### src/rtl/fetch_redirect_if.sv
// Instruction-memory fetch bus between the IF sequencer and imem.
// One request outstanding at most; responses arrive one or more cycles later.
interface fetch_redirect_if;
  logic        req;
  logic [31:0] addr;
  logic        rvalid;
  logic [31:0] rdata;

  modport master (
    output req,
    output addr,
    input  rvalid,
    input  rdata
  );

  modport slave (
    input  req,
    input  addr,
    output rvalid,
    output rdata
  );
endinterface

### src/rtl/fetch_redirect_unit.sv
// IF-stage PC sequencer with MEM-stage branch redirect and IF/ID register.
// Define FETCH_STATS_EN to add redirect_cnt/drop_cnt statistics outputs.
module fetch_redirect_unit #(
  parameter logic [31:0] RESET_PC  = 32'h0000_0000,
  parameter logic [31:0] NOP_INSTR = 32'h0000_0013
) (
  input  logic        clk,
  input  logic        rst_n,
  input  logic        branch_taken_mem,
  input  logic [31:0] branch_target_mem,
  input  logic        stall_if,
  fetch_redirect_if.master imem,
  output logic [31:0] pc_if,
  output logic [31:0] instr_if,
  output logic        instr_valid_if,
  output logic        flush_o
`ifdef FETCH_STATS_EN
  ,
  output logic [31:0] redirect_cnt,
  output logic [15:0] drop_cnt
`endif
);

  typedef enum logic [2:0] {
    IDLE, ISSUE, WAIT, HOLD, DROP
  } state_t;

  state_t      state_q, state_d;
  logic [31:0] pc_q, pc_d;
  logic [31:0] skid_q, skid_d;
  logic        skid_vld_q, skid_vld_d;
  logic        load;
  logic [31:0] ld_data;
  logic        resp_live;

  assign imem.req  = (state_q == ISSUE);
  assign imem.addr = pc_q;
  assign ld_data   = (state_q == HOLD) ? skid_q : imem.rdata;
  // a response can only be pending in WAIT or DROP
  assign resp_live = (state_q == WAIT) || (state_q == DROP);

  always_comb begin
    state_d    = state_q;
    pc_d       = pc_q;
    skid_d     = skid_q;
    skid_vld_d = skid_vld_q;
    load       = 1'b0;
    unique case (state_q)
      IDLE:  state_d = ISSUE;
      ISSUE: state_d = WAIT;
      WAIT: begin
        if (imem.rvalid && stall_if) begin
          skid_d     = imem.rdata;
          skid_vld_d = 1'b1;
          state_d    = HOLD;
        end else if (imem.rvalid) begin
          load    = 1'b1;
          pc_d    = pc_q + 32'd4;
          state_d = ISSUE;
        end
      end
      HOLD: begin
        if (!stall_if && skid_vld_q) begin
          load       = 1'b1;
          skid_vld_d = 1'b0;
          pc_d       = pc_q + 32'd4;
          state_d    = ISSUE;
        end
      end
      DROP: if (imem.rvalid) state_d = ISSUE;
      default: state_d = IDLE;
    endcase
    // redirect overrides everything; a request still in flight must be dropped
    if (branch_taken_mem) begin
      load       = 1'b0;
      skid_vld_d = 1'b0;
      pc_d       = branch_target_mem & ~32'h3;
      if ((state_q == ISSUE) || (resp_live && !imem.rvalid))
        state_d = DROP;
      else
        state_d = ISSUE;
    end
  end

  always_ff @(posedge clk or negedge rst_n) begin
    if (!rst_n) begin
      state_q        <= IDLE;
      pc_q           <= RESET_PC;
      skid_q         <= '0;
      skid_vld_q     <= 1'b0;
      pc_if          <= '0;
      instr_if       <= NOP_INSTR;
      instr_valid_if <= 1'b0;
      flush_o        <= 1'b0;
    end else begin
      state_q    <= state_d;
      pc_q       <= pc_d;
      skid_q     <= skid_d;
      skid_vld_q <= skid_vld_d;
      flush_o    <= branch_taken_mem;
      if (branch_taken_mem) begin
        instr_valid_if <= 1'b0;
        instr_if       <= NOP_INSTR;
      end else if (load) begin
        instr_if       <= ld_data;
        pc_if          <= pc_q;
        instr_valid_if <= 1'b1;
      end
    end
  end

`ifdef FETCH_STATS_EN
  logic drop;
  assign drop = imem.rvalid &&
                ((state_q == DROP) ||
                 ((state_q == WAIT) && branch_taken_mem));

  always_ff @(posedge clk or negedge rst_n) begin
    if (!rst_n) begin
      redirect_cnt <= '0;
      drop_cnt     <= '0;
    end else begin
      if (branch_taken_mem && (redirect_cnt != '1))
        redirect_cnt <= redirect_cnt + 32'd1;
      if (drop && (drop_cnt != '1))
        drop_cnt <= drop_cnt + 16'd1;
    end
  end
`endif

endmodule

### src/flat_wrapper.sv
// flat-port wrapper written by rule: the top's interface ports become plain ports
module fetch_redirect_unit_flat 
#(
  parameter logic [31:0] RESET_PC  = 32'h0000_0000,
  parameter logic [31:0] NOP_INSTR = 32'h0000_0013
)
  (clk, rst_n, branch_taken_mem, branch_target_mem, stall_if, pc_if, instr_if, instr_valid_if, flush_o, imem_req, imem_addr, imem_rvalid, imem_rdata);
  fetch_redirect_if imem_i ();
  input  logic clk;
  input  logic rst_n;
  input  logic branch_taken_mem;
  input  logic [31:0] branch_target_mem;
  input  logic stall_if;
  output logic [31:0] pc_if;
  output logic [31:0] instr_if;
  output logic instr_valid_if;
  output logic flush_o;
  output wire logic [$bits(imem_i.req)-1:0] imem_req;
  output wire logic [$bits(imem_i.addr)-1:0] imem_addr;
  input wire logic [$bits(imem_i.rvalid)-1:0] imem_rvalid;
  input wire logic [$bits(imem_i.rdata)-1:0] imem_rdata;
  assign imem_req = imem_i.req;
  assign imem_addr = imem_i.addr;
  assign imem_i.rvalid = imem_rvalid;
  assign imem_i.rdata = imem_rdata;
  fetch_redirect_unit #(.RESET_PC(RESET_PC), .NOP_INSTR(NOP_INSTR)) u_core (.clk(clk), .rst_n(rst_n), .branch_taken_mem(branch_taken_mem), .branch_target_mem(branch_target_mem), .stall_if(stall_if), .imem(imem_i), .pc_if(pc_if), .instr_if(instr_if), .instr_valid_if(instr_valid_if), .flush_o(flush_o));
endmodule
### config.mk
export PLATFORM = sky130hd
export DESIGN_NAME = fetch_redirect_unit_flat
export DESIGN_NICKNAME = d
export VERILOG_FILES = /design/src/rtl/fetch_redirect_if.sv /design/src/rtl/fetch_redirect_unit.sv /design/src/flat_wrapper.sv
export SDC_FILE = /design/constraint.sdc
export NUM_CORES = 1
export LEC_CHECK = 0
export ABC_AREA = 1
export ABC_CLOCK_PERIOD_IN_PS = 1370
export BUFFER_PORTS_ARGS = -buffer_cell sky130_fd_sc_hd__buf_4
export CELL_PAD_IN_SITES_DETAIL_PLACEMENT = 0
export CELL_PAD_IN_SITES_GLOBAL_PLACEMENT = 1
export CORE_ASPECT_RATIO = 0.9
export CORE_MARGIN = 10
export CORE_UTILIZATION = 35
export CTS_CLUSTER_DIAMETER = 40
export DETAILED_ROUTE_END_ITERATION = 8
export MAX_ROUTING_LAYER = met4
export PLACE_DENSITY_LB_ADDON = 0.1
export SYNTH_ARGS = -nofsm -noshare
export SYNTH_HDL_FRONTEND = slang
export SYNTH_SLANG_ARGS = --single-unit
### constraint.sdc
create_clock -name clk -period 1.37 [get_ports clk]
set_input_delay 0.274 -clock clk [delete_from_list [all_inputs] [get_ports clk]]
set_output_delay 0.274 -clock clk [all_outputs]
set_load 0.005 [all_outputs]
* Yosys cells after proc, flatten, opt, wreduce, memory -nomap -nowiden
Cells that the tools add are included.
** Operators by class
- Reductions and logical operators :: 14
- Add/subtract/negate cells :: 1
- Muxes and demuxes :: 25
- Eq/ne operators :: 8
- Bitwise logic cells :: 1
** Operator list (count)
- two-way mux 32 bit :: 7
- case mux 32 bit (2 select lines) :: 1
- adder 32 x 3 -> 32 bit, second input constant :: 1
- two-way mux 3 bit :: 5
- case mux 3 bit (5 select lines) :: 1
- != test 3 bit, second input constant :: 4
- two-way mux 1 bit :: 9
- equality test 3 x 2 -> 1 bit, second input constant :: 2
- case mux 1 bit (2 select lines) :: 2
- AND reduction 2 bit :: 2
- AND reduction 4 bit :: 1
- equality test 3 x 1 -> 1 bit, second input constant :: 1
- equality test 3 bit, second input constant :: 1
- logical AND 1 bit :: 3
- zero test 3 bit :: 1
- AND reduction 3 bit :: 1
- nonzero test 3 bit :: 1
- zero test 1 bit :: 2
- logical OR 1 bit :: 2
- nonzero test 2 bit :: 1
- NOT 1 bit :: 1
** Word-level totals
- Input port bits :: 69
- Register bits :: 134
- Output and inout port bits :: 99
- Logic and storage cells :: 57

* Logic depth before layout (Yosys ltp)
Gate-level depths: netlist (run 1).
- Depth in word-level cells :: 7
- Mapped depth :: 12

* Worst setup path before layout (run 1)
Ideal clock, no wire load.
- Kind :: register -> register
- Start point :: reg u_core.pc_q[3], in the netlist u_core.imem.addr[3]
- End point :: reg u_core.pc_q[20], in the netlist u_core.imem.addr[20]
- Arrival time :: 1.426 ns
- Path slack :: -0.172 ns
- Path buffers :: 0
- Setup time :: 0.116 ns
- Stages on the path, launching flop included :: 11
- Cell sequence :: dfrtp_1 ha_1 nand2_1 nor2_2 nand2_1 nor2_1 nand2_1 nand2_1 nand3_1 nand2_1 nand2_1
** On the way
- Word-level cells in the longest chain between the ends :: 5
** Ends and longest elaborated chain
- start, declared :: line fetch_redirect_unit.sv:29 : logic [31:0] pc_q, pc_d;
- start signal, assigned :: line fetch_redirect_unit.sv:97 : pc_q <= pc_d;
- adder 32 x 3 -> 32 bit (*) :: line fetch_redirect_unit.sv:58, fetch_redirect_unit.sv:66
- two-way mux 32 bit :: line fetch_redirect_unit.sv:56 : end else if (imem.rvalid) begin
- two-way mux 32 bit :: line fetch_redirect_unit.sv:52 : if (imem.rvalid && stall_if) begin
- case mux 32 bit (2 select lines) (*) :: line fetch_redirect_unit.sv:48 : unique case (state_q)
- two-way mux 32 bit (*) :: line fetch_redirect_unit.sv:74 : if (branch_taken_mem) begin
Every way passes the cells marked *; elsewhere a longest branch is shown, timed or not. The select of a mux whose other input is x is not followed.
A chain may end at the register's enable or synchronous reset.

* Final worst setup path (run 1)
Ends and elaborated chain as after synthesis.

==> results.ini, run 1 <==
[clock_network]
cts_max_path_buffers=2
cts_made_buffers=17
htreeDepth=4
clock-sinks=130
tritoncts=done
cts.clk_slew.worst_paths_ns=0.06
ctsRootBufferMaster=clkbuf_16
clock_latency_ns=0.42

[worst_setup_path]
cp.arrival_ns=1.87
critPathRequiredTime_ns=1.68
crit_top_cell=nand2_1
r2r_slack_ns=-0.19
max_stage_delay_ns=0.40
worstPathMaxFanout=5
start_kind=flop
slowest_stage=dfrtp_1
critical_path.top_delay_family=simple AND/OR/NAND/NOR gates
ff2ff_path_depth=10
r2r_start=u_core.imem.addr[3]
critical_path_class=reg2reg
critical_path.cell_chain=ha_2 -> nand2_2 -> nor2_4 -> nand2_4 -> nor2_4 -> nand2_1 -> nand2_1 -> nand3_1 -> nand2_1 -> nand2_1
worst_setup_path_end_kind=flop
r2r_end=u_core.imem.addr[20]
worst-path-buf-inv=0

[placed_design]
io_buffers=161
dp_hpwl_mm=15.24
post-place-ws_ns=-0.1698
dp_cells=1211
placed_cell_area_sq_um=8466
gp_congestion=0.8397

[logic_synthesis]
yosys_warnings=0
synthesis.area_sq_um=6271
synth-simple-area-share_pct=23.48
syn-instance-count=756
yosysSeqAreaShare_pct=51.94
yosysUniqueCellTypes=34
synthMuxAreaShare_pct=6.105
synth_top_family_by_area=simple AND/OR/NAND/NOR gates
synthAdderAreaFrac_pct=0.1995
synth-xor-area-share_pct=1.257
synth_compound_area_share_pct=9.477
syn_area_per_cell_sq_um=8.295
ys_seq_elements=130

[pwr]
power_frac_seq_pct=35.6
p_switching_mw=5.293
p_leak_nw=5.623
p_comb_share_pct=35.9
intPower_mw=10.84
fin_total_pwr_mw=16.13
max-vdd-ir-drop_mv=1.118
power.share.clock_pct=28.5
cellPowerDensity_nw_per_um2=1451
sw_frac_of_total_pct=32.81

[floorplan]
die-area_sq_um=23680
pin_count=168
row_count=46
die_x_microns=161.1
core_area_sq_um=17610
initial_utilization_pct=35.61
dieHeight_microns=147.0

[global_routing]
grt_pass1_vias=6699
grt_start_max_net_pins=47
grt-ovfl-total=0
grt.total_usage_pct=20.21
grt_pass1_wl_mm=37.10
grt_antenna_before_repair=0

[routing]
wl_per_cell_microns=18.41
antenna_left=0
vias=6395
drt_first_pass_iters=4
drc=0
drt_iter0_markers=307
routed_wl_mm=24.22
via_per_inst=4.859

[cells_and_area]
num_antenna_cells=0
drive_above_1_share_pct=54.18
area_growth_pct=77.31
fillCellCount=1488
final_cells=1316
final_common_cell=buf_4
fin_nets=1133
fin_area_sq_um=11120
final_cell_mix=213 x buf_4, 171 x nand2_1, 120 x dfrtp_1

[worst_hold_path]
hold_depth=3
min_to=u_core.imem.addr[24]
hold_path_class=in2reg
hold_start=branch_target_mem[24]

[sta]
rsz0062_at_grt=true
fin_crit_ns=1.556
setup_ws_ns=-0.1856
post-route-period-util_pct=113.5
fin_skew_ns=0.007438
slew_viol_final=0
setup_viol=124
fin_setup_tns_ns=-12.44
hold_violations=0
fmax_mhz=642.9

[outcome]
violations=setup timing
outcome=complete, but fails checks

[flow_run]
drv_cap=0

-- worst register-to-register path, cell delays in order (launching register included) --
cell and delay, ns:
dfrtp_1 0.40, ha_2 0.21, nand2_2 0.07, nor2_4 0.14
nand2_4 0.10, nor2_4 0.21, nand2_1 0.07, nand2_1 0.06
nand3_1 0.06, nand2_1 0.06, nand2_1 0.05
-- flip-flops by register name, summed over array words and instances, names as in the netlist --
register               cells
u_core.instr_valid_if      1
u_core.skid_q             32
u_core.flush_o             1
u_core.imem.addr          30
u_core.state_q             3
u_core.pc_if              30
u_core.instr_if           32
u_core.skid_vld_q          1
-- metal layers --
layer / wire [microns] / track usage [%]
met2: 12180 / 33.24
met4: 321 / 4.636
met3: 1254 / 5.000
met5: 0 / -
met1: 10470 / 24.61
-- timing repair --
| item | 4_1_cts | 5_1_grt |
|---|---|---|
| resized for setup | 229 | 178 |
| pin swaps | 42 | 38 |
| setup endpoints to repair | 104 | 152 |
| endpoints found under the hold margin | 21 | 0 |
| hold buffers | 1 | 0 |
| buffers inserted | 37 | 23 |
| cloned | 14 | 7 |
-- how the worst max path moves through the flow --
stage / start / endpoint / slack [ns] / cells after the start
floorplan: u_core.imem.addr[3] / u_core.imem.addr[30] / -0.05 / 8
global placement: u_core.imem.addr[2] / u_core.imem.addr[18] / -0.12 / 10
detailed placement: u_core.imem.addr[9] / u_core.imem.addr[31] / -0.17 / 10
CTS: u_core.state_q[2] / imem_req / -0.19 / 5
global route: u_core.imem.addr[2] / u_core.imem.addr[20] / -0.29 / 10
finish: u_core.imem.addr[3] / u_core.imem.addr[20] / -0.19 / 10
-- cells by family (layout without fill, tap and decap cells) --
| group | Yosys count | in the layout |
|---|---|---|
| flops | 130 | 130 |
| simple gates | 362 | 363 |
| mux | 36 | 36 |
| fa+ha+maj | 1 | 1 |
| other cells | 1 | 4 |
| xor+xnor | 9 | 9 |
| buf+inv | 103 | 419 |
| compound gates | 114 | 114 |
-- cell usage after synthesis, drive strengths merged --
master / instances / area, sq um
a21oi: 6 / 30.03
a31oi: 2 / 12.51
and2: 2 / 12.51
buf: 23 / 167.7
clkbuf: 15 / 56.30
clkinv: 1 / 5.000
conb: 1 / 3.750
dfrtp: 127 / 3178
dfstp: 3 / 78.83
ha: 1 / 12.51
inv: 64 / 240.2
mux2: 18 / 202.7
mux2i: 18 / 180.2
nand2: 249 / 954.7
nand3: 46 / 235.2
nand4: 3 / 18.77
nor2: 55 / 211.5
nor3: 3 / 15.01
o211ai: 7 / 52.55
o21a: 1 / 7.510
o21ai: 97 / 485.5
o22ai: 1 / 6.260
or2: 4 / 25.02
xnor2: 2 / 17.52
xor2: 7 / 61.31
-- through the flow --
stage / hold WS (ns) / util (%)
6_report: 0.07847 / 63.14
5_1_grt: 0.08092 / 63.14
4_1_cts: 0.06467 / 58.72
3_5_place_dp: 0.1784 / 48.07
3_3_place_gp: 0.1789 / 48.07
2_1_floorplan: -0.02159 / -
-- cell type report --
class,instances,area (sq um),area share (%)
flip-flops and latches,130,3266,29.37
clock inverters,14,155.1,1.395
inverters,65,264.0,2.374
repair inverters,1,16.27,0.1463
multi-input cells,527,3467,31.18
clock buffers,18,439.2,3.950
repair buffers,321,3212,28.88
well taps,240,300.3,2.701
-- power by group through the flow --
stage               Combinational, mW  Clock [mW]  Sequential (mW)
finish                           5.78        4.60             5.75
global route                     6.28        4.87             5.89
CTS                              5.00        4.70             5.57
detailed placement               4.07           0             5.58
global placement                 3.97           0             5.51
floorplan                        1.80           0             5.55
No activity file was read; power rests on OpenSTA's default activity.
==> run 2: changes to the inputs <==
--- a/config.mk
+++ b/config.mk
@@ -16,7 +16,7 @@
 export CTS_CLUSTER_DIAMETER = 40
 export DETAILED_ROUTE_END_ITERATION = 8
 export MAX_ROUTING_LAYER = met4
-export PLACE_DENSITY_LB_ADDON = 0.1
+export PLACE_DENSITY_LB_ADDON = 0.08
 export SYNTH_ARGS = -nofsm -noshare
 export SYNTH_HDL_FRONTEND = slang
 export SYNTH_SLANG_ARGS = --single-unit
==> results.ini, run 2 (synthesis gave the netlist of run 1 again) <==
[pwr]
cellPowerDensity_nw_per_um2=1467  ; was 1451 nW/um^2
sw_frac_of_total_pct=30.82  ; was 32.81%
p_leak_nw=5.663  ; was 5.623 nW
max-vdd-ir-drop_mv=1.018  ; was 1.118 mV
intPower_mw=11.09  ; was 10.84 mW
power_frac_seq_pct=35.0  ; was 35.6%
power.share.clock_pct=29.6  ; was 28.5%
p_switching_mw=4.941  ; was 5.293 mW
p_comb_share_pct=35.4  ; was 35.9%

[global_routing]
grt_antenna_before_repair=0  ; unchanged
grt_start_max_net_pins=37  ; was 47
use_met3_pct=5.335  ; was 5.000%
grt-ovfl-total=0  ; unchanged
use_met1_pct=24.47  ; was 24.61%
grt_pass1_vias=6495  ; was 6,699
grt.total_usage_pct=20.06  ; was 20.21%
grt_pass1_wl_mm=36.29  ; was 37.10 mm
top_usage_layer=met2  ; unchanged
grtUsageMet2_pct=32.75  ; was 33.24%

[floorplan]
dieHeight_microns=147.0  ; unchanged
initial_utilization_pct=35.61  ; unchanged
die_x_microns=161.1  ; unchanged
die-area_sq_um=23680  ; unchanged
core_area_sq_um=17610  ; unchanged
row_count=46  ; unchanged
pin_count=168  ; unchanged

[sta]
slew_viol_final=0  ; unchanged
rsz0062_at_grt=true  ; unchanged
setup_ws_ns=-0.1979  ; was -0.1856 ns
fin_crit_ns=1.568  ; was 1.556 ns
fmax_mhz=637.8  ; was 642.9 MHz
fin_skew_ns=0.008322  ; was 0.007438 ns
post-route-period-util_pct=114.4  ; was 113.5%
fin_setup_tns_ns=-11.98  ; was -12.44 ns
hold_violations=0  ; unchanged
holdWs_ns=0.07700  ; was 0.07847 ns
setup_viol=115  ; was 124

[placed_design]
dp_hpwl_mm=14.96  ; was 15.24 mm
io_buffers=161  ; unchanged
gp_congestion=0.8554  ; was 0.8397
dp_cells=1203  ; was 1,211
placed_cell_area_sq_um=8406  ; was 8466 sq um

[routing]
drt_iter0_markers=409  ; was 307
antenna_left=0  ; unchanged
drc=0  ; unchanged
wl_per_cell_microns=18.44  ; was 18.41 microns
routed_wl_mm=24.04  ; was 24.22 mm
via_per_inst=4.814  ; was 4.859
vias=6278  ; was 6,395
drt_first_pass_iters=5  ; was 4

[cells_and_area]
drive_above_1_share_pct=50.56  ; was 54.18%
final_cells=1304  ; was 1,316
fin_area_sq_um=10930  ; was 11,120 sq um
fin_nets=1122  ; was 1,133
area_growth_pct=74.26  ; was 77.31%
final_common_cell=buf_4  ; unchanged
fin_util_pct=62.05  ; was 63.14%
num_antenna_cells=0  ; unchanged
final_cell_mix=210 x buf_4, 166 x nand2_1, 122 x dfrtp_1  ; was 213 x buf_4, 171 x nand2_1, 120 x dfrtp_1
top_regs=u_core.instr_if (32), u_core.skid_q (32)  ; unchanged

[worst_setup_path]
max_stage_delay_ns=0.39  ; was 0.40 ns
worstPathMaxFanout=4  ; was 5
critical_path.cell_chain=ha_2 -> nand2_4 -> nor2_4 -> nand2_4 -> nor2_4 -> buf_12 -> nand3_4 -> nand3_2 -> nand3_2  ; was ha_2 -> nand2_2 -> nor2_4 -> nand2_4 -> nor2_4 -> nand2_1 -> nand2_1 -> nand3_1 -> nand2_1 -> nand2_1
slowest_stage=dfrtp_1  ; unchanged
worst_setup_path_end_kind=flop  ; unchanged
critical_path_class=reg2reg  ; unchanged
cp.arrival_ns=1.88  ; was 1.87 ns
r2r_slack_ns=-0.20  ; was -0.19 ns
critPathRequiredTime_ns=1.68  ; about the same
start_kind=flop  ; unchanged

[clock_network]
htreeDepth=4  ; unchanged
clock-sinks=130  ; unchanged
ctsRootBufferMaster=clkbuf_16  ; unchanged
clock_latency_ns=0.42  ; about the same
tritoncts=done  ; unchanged
cts_made_buffers=17  ; unchanged
cts.clk_slew.worst_paths_ns=0.06  ; about the same
cts_max_path_buffers=2  ; unchanged

[outcome]
violations=setup timing  ; unchanged
outcome=complete, but fails checks  ; unchanged

[flow_run]
drv_cap=0  ; unchanged

[worst_hold_path]
hold_path_class=in2reg  ; unchanged

==> run 2: cell count changes in the layout (fill, tap and decap cells not counted), sizes merged <==
cell      previous run  this run
clkinvlp             1         0
buf                315       307
bufinv               2         4
clkbuf              23        24
clkinv               9         7
inv                 68        64
==> run 2: per-layer routing <==
metal	share of wire [%]	vias up	routed length (microns)
met5	0	-	0
met4	1.4	0	329
met3	5.2	24	1242
met2	50	169	12080
met1	43	3049	10400
li1	-	3036	-
==> run 2: critical path, delay by kind of cell (launching register included) <==
kind,cells,cell delay [ns]
AND/OR/NAND/NOR,7,0.71
adder cells (fa/ha/maj),1,0.23
buffers and inverters,1,0.13
flip-flops,1,0.39
==> run 2: area by class of cell <==
type,instances,area (sq um)
tap,240,300.3
fill,1503,6684
timing repair buffer,311,3139
multi-input combinational,527,3348
clock buffer,21,450.4
sequential,130,3263
clock inverter,10,157.7
inverter,65,269.0
==> run 2: power by group through the flow <==
stage	Clock (mW)	Sequential (mW)	Combinational, mW
floorplan	0	5.55	1.80
global placement	0	5.51	3.97
detailed placement	0	5.57	4.07
CTS	4.86	5.53	5.04
global route	5.03	5.75	6.17
finish	4.74	5.61	5.67
==> run 2: repair_timing <==
action	CTS	global route
buffers inserted	34	25
pin swaps	30	31
hold buffers	1	0
gates cloned	16	4
resized for setup	165	200
hold endpoints to repair	29	0
setup endpoints to repair	112	154
==> run 2: path summary, 6_finish.rpt <==
kind                                            start              endpoint  depth (start not counted)
worst max-delay path              u_core.imem.addr[2]  u_core.imem.addr[28]                          9
min in group asynchronous                       rst_n      u_core.pc_if[24]                          2
max in group asynchronous                       rst_n  u_core.imem.addr[20]                          3
worst max register to register    u_core.imem.addr[2]  u_core.imem.addr[28]                          9
worst min register to register       u_core.skid_q[7]      u_core.skid_q[7]                          2
worst min-delay path            branch_target_mem[29]  u_core.imem.addr[29]                          3
==> run 2: metrics by stage <==
stage | setup WS, ns | total power [mW]
final | -0.1979 | 16.03
after global routing | -0.2860 | 16.95
after CTS | -0.1632 | 15.42
after detailed placement | -0.1894 | 9.635
after global placement | -0.1352 | 9.488
after floorplan | -0.04965 | 7.344
